$ cat src/rtl/cdb_arbiter_if.sv
// -----------------------------------------------------------------------------
// cdb_arbiter_if
// Request/broadcast bundle between the functional units and the CDB arbiter.
//   i_fu_valid        : per-source broadcast request
//   i_fu_tag_flatten  : source k tag at [k*BW_TAG +: BW_TAG]
//   i_fu_data_flatten : source k data at [k*BW_PROCESSOR_DATA +: BW_PROCESSOR_DATA]
//   o_fu_ready        : per-source grant (one-hot or zero)
//   o_cdb_valid/tag/data/src : registered Common Data Bus broadcast
// master = source side (drives requests), slave = arbiter side.
// -----------------------------------------------------------------------------
interface cdb_arbiter_if #(
    parameter int NUM_FU            = 4,
    parameter int BW_TAG            = 4,
    parameter int BW_PROCESSOR_DATA = 32,
    parameter int BW_FU_IDX         = $clog2(NUM_FU)
);
    logic [NUM_FU-1:0]                   i_fu_valid;
    logic [NUM_FU*BW_TAG-1:0]            i_fu_tag_flatten;
    logic [NUM_FU*BW_PROCESSOR_DATA-1:0] i_fu_data_flatten;
    logic [NUM_FU-1:0]                   o_fu_ready;
    logic                                o_cdb_valid;
    logic [BW_TAG-1:0]                   o_cdb_tag;
    logic signed [BW_PROCESSOR_DATA-1:0] o_cdb_data;
    logic [BW_FU_IDX-1:0]                o_cdb_src;

    modport master (
        output i_fu_valid, i_fu_tag_flatten, i_fu_data_flatten,
        input  o_fu_ready, o_cdb_valid, o_cdb_tag, o_cdb_data, o_cdb_src
    );

    modport slave (
        input  i_fu_valid, i_fu_tag_flatten, i_fu_data_flatten,
        output o_fu_ready, o_cdb_valid, o_cdb_tag, o_cdb_data, o_cdb_src
    );
endinterface

$ cat src/rtl/cdb_arbiter.sv
// -----------------------------------------------------------------------------
// cdb_arbiter
// Round-robin arbiter placing one functional-unit result per cycle onto the
// Common Data Bus. Grant is combinational; the broadcast is registered (one
// cycle latency). The CDB has no backpressure, so some requester is granted
// every cycle any request is present.
//   clk   : rising-edge clock
//   rst_n : asynchronous active-low reset
//   bus   : cdb_arbiter_if.slave (requests in, grants and CDB out)
// -----------------------------------------------------------------------------
module cdb_arbiter #(
    parameter int NUM_FU            = 4,
    parameter int BW_TAG            = 4,
    parameter int BW_PROCESSOR_DATA = 32,
    parameter int BW_FU_IDX         = $clog2(NUM_FU)
) (
    input  logic          clk,
    input  logic          rst_n,
    cdb_arbiter_if.slave  bus
);

    // Packed views share the flattened layout, so a plain assign unpacks them.
    logic [NUM_FU-1:0][BW_TAG-1:0]            tags;
    logic [NUM_FU-1:0][BW_PROCESSOR_DATA-1:0] datas;
    assign tags  = bus.i_fu_tag_flatten;
    assign datas = bus.i_fu_data_flatten;

    logic [BW_FU_IDX-1:0] rr_ptr;
    logic [BW_FU_IDX-1:0] gnt_idx;
    logic [BW_FU_IDX-1:0] ptr_nxt;
    logic [NUM_FU-1:0]    grant;
    logic                 any_req;

    // Scan rr_ptr, rr_ptr+1, ... with wrap; first valid source wins.
    always_comb begin
        int                   k;
        logic [BW_FU_IDX-1:0] idx;
        grant   = '0;
        gnt_idx = '0;
        any_req = 1'b0;
        k       = 0;
        idx     = '0;
        for (int i = 0; i < NUM_FU; i++) begin
            k = int'(rr_ptr) + i;
            if (k >= NUM_FU) k = k - NUM_FU;
            idx = BW_FU_IDX'(k);
            if (!any_req && bus.i_fu_valid[idx]) begin
                any_req    = 1'b1;
                grant[idx] = 1'b1;
                gnt_idx    = idx;
            end
        end
    end

    // Explicit wrap keeps non-power-of-two NUM_FU correct.
    assign ptr_nxt = (gnt_idx == BW_FU_IDX'(NUM_FU - 1)) ? '0 : gnt_idx + 1'b1;

    assign bus.o_fu_ready = grant;

    always_ff @(posedge clk or negedge rst_n) begin
        if (!rst_n) begin
            rr_ptr          <= '0;
            bus.o_cdb_valid <= 1'b0;
            bus.o_cdb_tag   <= '0;
            bus.o_cdb_data  <= '0;
            bus.o_cdb_src   <= '0;
        end else if (any_req) begin
            rr_ptr          <= ptr_nxt;
            bus.o_cdb_valid <= 1'b1;
            bus.o_cdb_tag   <= tags[gnt_idx];
            bus.o_cdb_data  <= datas[gnt_idx];
            bus.o_cdb_src   <= gnt_idx;
        end else begin
            // Idle cycle: strobe drops, payload holds for debug visibility.
            bus.o_cdb_valid <= 1'b0;
        end
    end

endmodule

$ cat src/flat_wrapper.sv
// flat-port wrapper written by rule: the top's interface ports become plain ports
module cdb_arbiter_flat 
#(
    parameter int NUM_FU            = 4,
    parameter int BW_TAG            = 4,
    parameter int BW_PROCESSOR_DATA = 32,
    parameter int BW_FU_IDX         = $clog2(NUM_FU)
)
  (clk, rst_n, bus_i_fu_valid, bus_i_fu_tag_flatten, bus_i_fu_data_flatten, bus_o_fu_ready, bus_o_cdb_valid, bus_o_cdb_tag, bus_o_cdb_data, bus_o_cdb_src);
  cdb_arbiter_if #(.NUM_FU(NUM_FU), .BW_TAG(BW_TAG), .BW_PROCESSOR_DATA(BW_PROCESSOR_DATA), .BW_FU_IDX(BW_FU_IDX)) bus_i ();
  input  logic clk;
  input  logic rst_n;
  input wire logic [$bits(bus_i.i_fu_valid)-1:0] bus_i_fu_valid;
  input wire logic [$bits(bus_i.i_fu_tag_flatten)-1:0] bus_i_fu_tag_flatten;
  input wire logic [$bits(bus_i.i_fu_data_flatten)-1:0] bus_i_fu_data_flatten;
  output wire logic [$bits(bus_i.o_fu_ready)-1:0] bus_o_fu_ready;
  output wire logic [$bits(bus_i.o_cdb_valid)-1:0] bus_o_cdb_valid;
  output wire logic [$bits(bus_i.o_cdb_tag)-1:0] bus_o_cdb_tag;
  output wire logic [$bits(bus_i.o_cdb_data)-1:0] bus_o_cdb_data;
  output wire logic [$bits(bus_i.o_cdb_src)-1:0] bus_o_cdb_src;
  assign bus_i.i_fu_valid = bus_i_fu_valid;
  assign bus_i.i_fu_tag_flatten = bus_i_fu_tag_flatten;
  assign bus_i.i_fu_data_flatten = bus_i_fu_data_flatten;
  assign bus_o_fu_ready = bus_i.o_fu_ready;
  assign bus_o_cdb_valid = bus_i.o_cdb_valid;
  assign bus_o_cdb_tag = bus_i.o_cdb_tag;
  assign bus_o_cdb_data = bus_i.o_cdb_data;
  assign bus_o_cdb_src = bus_i.o_cdb_src;
  cdb_arbiter #(.NUM_FU(NUM_FU), .BW_TAG(BW_TAG), .BW_PROCESSOR_DATA(BW_PROCESSOR_DATA), .BW_FU_IDX(BW_FU_IDX)) u_core (.clk(clk), .rst_n(rst_n), .bus(bus_i));
endmodule
$ cat config.mk
export PLATFORM = sky130hd
export DESIGN_NAME = cdb_arbiter_flat
export DESIGN_NICKNAME = d
export VERILOG_FILES = /design/src/rtl/cdb_arbiter_if.sv /design/src/rtl/cdb_arbiter.sv /design/src/flat_wrapper.sv
export SDC_FILE = /design/constraint.sdc
export NUM_CORES = 1
export LEC_CHECK = 0
export ABC_AREA = 1
export CORE_ASPECT_RATIO = 1.75
export CORE_MARGIN = 2
export CORE_UTILIZATION = 35
export DETAILED_ROUTE_END_ITERATION = 12
export GPL_TIMING_DRIVEN = 0
export PLACE_DENSITY = 0.75
export SYNTH_ARGS = -nofsm -noshare
export SYNTH_HDL_FRONTEND = slang
export SYNTH_SLANG_ARGS = --single-unit
export TNS_END_PERCENT = 30
$ cat constraint.sdc
create_clock -name clk -period 3 [get_ports clk]
set_input_delay 0.3 -clock clk [delete_from_list [all_inputs] [get_ports clk]]
set_output_delay 0.3 -clock clk [all_outputs]
set_load 0.03 [all_outputs]
==> results by group <==
Outcome
  – Run status: completed

Pwr
  – Leakage: 2.84 nW
  – Pwr/cell area: 1470 nW/um2
  – Worst vdd ir: 0.000775 V

Timing
  – Final setup viols: 0
  – Slew at the pin with the worst max-slew slack: 0.624 ns
  – RSZ-0062 raised after global routing: false
  – Post-route setup TNS: 0 ns
  – Worst Skew: 0.00921 ns
  – Endpoints failing hold: 0
  – Minimum clock period: 2.85 ns
  – Fmax: 351 MHz
  – Final Max Slew Viols: 0
  – Slew HR: 58.1%
  – Fin crit share: 95.0%

Global route
  – Vias in the first global route: 4206
  – Initial antenna violation count: 0
  – First-pass GRT wire length: 19700 um
  – Total gr overflow: 0
  – Largest net degree at the start of global routing: 23
  – GRT Util Overall: 23.1%

Finish
  – Antenna diodes: 0
  – P&R area growth vs syn: 64.0%
  – Share of cells above drive strength 1: 12.1%
  – Final #Nets: 873
  – Fillcell total: 967
  – Post-route cell area: 5770 um2

Detailed routing
  – Total Wirelength: 12700 um
  – DRC violations left: 0
  – Wire per inst: 15.1 um
  – Vias: 4114
  – Number of vias per cell: 4.89
  – DRT iter0 DRCs: 165
  – DRT antenna net count: 0
  – DR pass1 iterations: 5

Placement
  – Dpl hpwl: 10500 um
  – Port Buffer Count: 192
  – Routability Congestion: 0.874
  – DP Area: 5620 um2

Synth
  – EDFF count, synth: 0
  – Post-Syn Area: 3520 um2
  – Synth top area share: 29.2%
  – Syn Area/Cell: 6.82 um2
  – Syn nets: 672
  – Yosys warning count: 0
  – Post-Syn Instances: 516
  – Yosys cell types: 35
  – Ys flop type: dfrtp_1
  – Area leader, netlist: dfrtp_1
  – Most frequent cell after synthesis: nand2_1
  – Synth area leaders: dfrtp_1, nand2_1, o211ai_2
  – Fraction of registers with async set/reset: 100%
  – Synth cell count leaders: nand2_1, inv_1, nand3_1
  – Yosys reg bits: 41
  – Sequential area share after synthesis: 29.2%

Die
  – Total die area: 10900 um2
  – Die X: 79.8 um
  – Core area: 9850 um2
  – Initial Util: 35.7%
  – Site row count: 48
  – Die extent in y: 137 um
  – Ports: 193

Critical path
  – Worst setup path class: flop to primary output
  – WP data arrival: 2.55 ns
  – CP Capture Type: primary output
  – Crit-path cells: buf_6 > inv_4 > ha_1 > inv_2 > nand3_1 > nand2_1 > nor2_1 > a221oi_1 > o21ai_0 > dlygate4sd2_1
  – CP max stage delay: 0.42 ns
  – Buf/Inv on CP: 4
  – Worst Path Required: 2.70 ns
  – Critical-path maximum fanout: 8
  – Slowest cell on crit path: dfrtp_1
  – CP delay by family, top: buffers and inverters
  – Setup crit start kind: flop

CTS
  – Num CTS Buffers: 5
  – CTS tree: yes
  – Post-CTS Setup Bufs: 0
  – CTS root buffer: clkbuf_16
  – H-tree depth: 2
  – Clk_lat worst skew: 0.28 ns
  – Clk slew on worst S/H paths: 0.06 ns
  – Clock buffer depth: 2
  – Clock sink count: 41

Job
  – Max-cap violation count: 0

Worst hold path
  – Worst min path class: flop to flop
[worst paths after layout]
kind | from | to | slack [ns] | depth (start not counted)
min | u_core.bus.o_cdb_data[11] | u_core.bus.o_cdb_data[11] | 0.48 | 2
min in group asynchronous | rst_n | u_core.bus.o_cdb_data[30] | 0.53 | 2
max in group asynchronous | rst_n | u_core.bus.o_cdb_data[26] | 1.97 | 3
min reg2reg | u_core.bus.o_cdb_data[11] | u_core.bus.o_cdb_data[11] | 0.48 | 2
max | u_core.rr_ptr[0] | bus_o_fu_ready[2] | 0.15 | 10
max reg2reg | u_core.rr_ptr[1] | u_core.rr_ptr[1] | 0.30 | 13
[layout make-up]
cell class | count | area (um2) | share of cell area (%)
repair buffers | 194 | 1950 | 33.8
multi-input cells | 366 | 1950 | 33.8
flip-flops and latches | 41 | 1030 | 17.8
inverters | 79 | 299 | 5.19
plain buffers | 30 | 243 | 4.21
well taps | 125 | 156 | 2.71
clock buffers | 7 | 143 | 2.47
[sequential cells by signal (all words and copies together), names as in the netlist]
name,count
u_core.rr_ptr,2
u_core.bus.o_cdb_valid,1
u_core.bus.o_cdb_tag,4
u_core.bus.o_cdb_data,32
u_core.bus.o_cdb_src,2
[logic make-up (layout without fill, tap and decap cells)]
group                    Yosys count  count (layout)  share of synthesized area, %
buffers and inverters            109             310                          15.4
flip-flops                        41              41                          29.2
adder cells (fa/ha/maj)            6               6                          2.13
AND/OR/NAND/NOR                  314             314                          39.7
AO/OA/AOI/OAI                     46              46                          13.6
[metal layers]
metal  GRT usage [%]  part of all wire [%]  vias up
met2            45.7                    56      156
met3            3.63                   4.6       37
met1            22.0                    35     1891
li1                -                     -     2030
met5               0                     0        -
met4            12.2                   4.6        0
[placed cells by master (no fill, tap or decap), drive strengths merged]
cell type      netlist  layout
or2                 10      10
a22oi                2       2
dlygate4sd2          0       3
nand4               12      12
o211ai              30      30
nor2                 8       8
ha                   6       6
clkbuf               3      10
a21oi                1       1
a221oi               1       1
o221ai               2       2
nand2              220     220
clkdlybuf4s50        0     187
dfrtp               41      41
clkdlybuf4s15        0       1
buf                 27      29
nand3               63      63
a31oi                1       1
a21boi               1       1
o21ai                7       7
o31ai                1       1
nand3b               1       1
inv                 79      79
dlygate4sd3          0       1
[power breakdown]
group / internal, mW / total [mW] / switching [mW]
logic: 2.67 / 6.87 / 4.20
clock network: 0.327 / 0.540 / 0.213
registers: 0.921 / 1.09 / 0.173
total: 3.91 / 8.50 / 4.59
[repair_timing]
item | in CTS | in global routing
resized for setup | 4 | 1
setup endpoints to repair | 4 | 1
endpoints found under the hold margin | 2 | 0
hold buffers | 1 | 0
[through the flow]
stage	power, mW	hold slack [ns]	utilization, %	std cells	worst slack [ns]
2_1_floorplan	5.96	0.00441	-	516	0.604
3_3_place_gp	7.88	0.464	56.8	833	0.276
3_5_place_dp	8.05	0.303	57.0	834	0.199
4_1_cts	8.58	0.486	58.5	842	0.150
5_1_grt	9.28	0.510	58.5	842	0.00675
6_report	8.50	0.477	58.5	842	0.149
[worst reg2reg max path: stages (launching register included)]
cell and delay, ns:
dfrtp_1 0.50, inv_2 0.13, ha_1 0.39, inv_2 0.09, nand3_1 0.12, o21ai_2 0.10
nand3b_2 0.26, nor2_2 0.16, nor2_4 0.07, buf_6 0.16, buf_8 0.16, ha_1 0.30
nand2_1 0.06, o21ai_0 0.08
(Power assumes the default switching activity.)
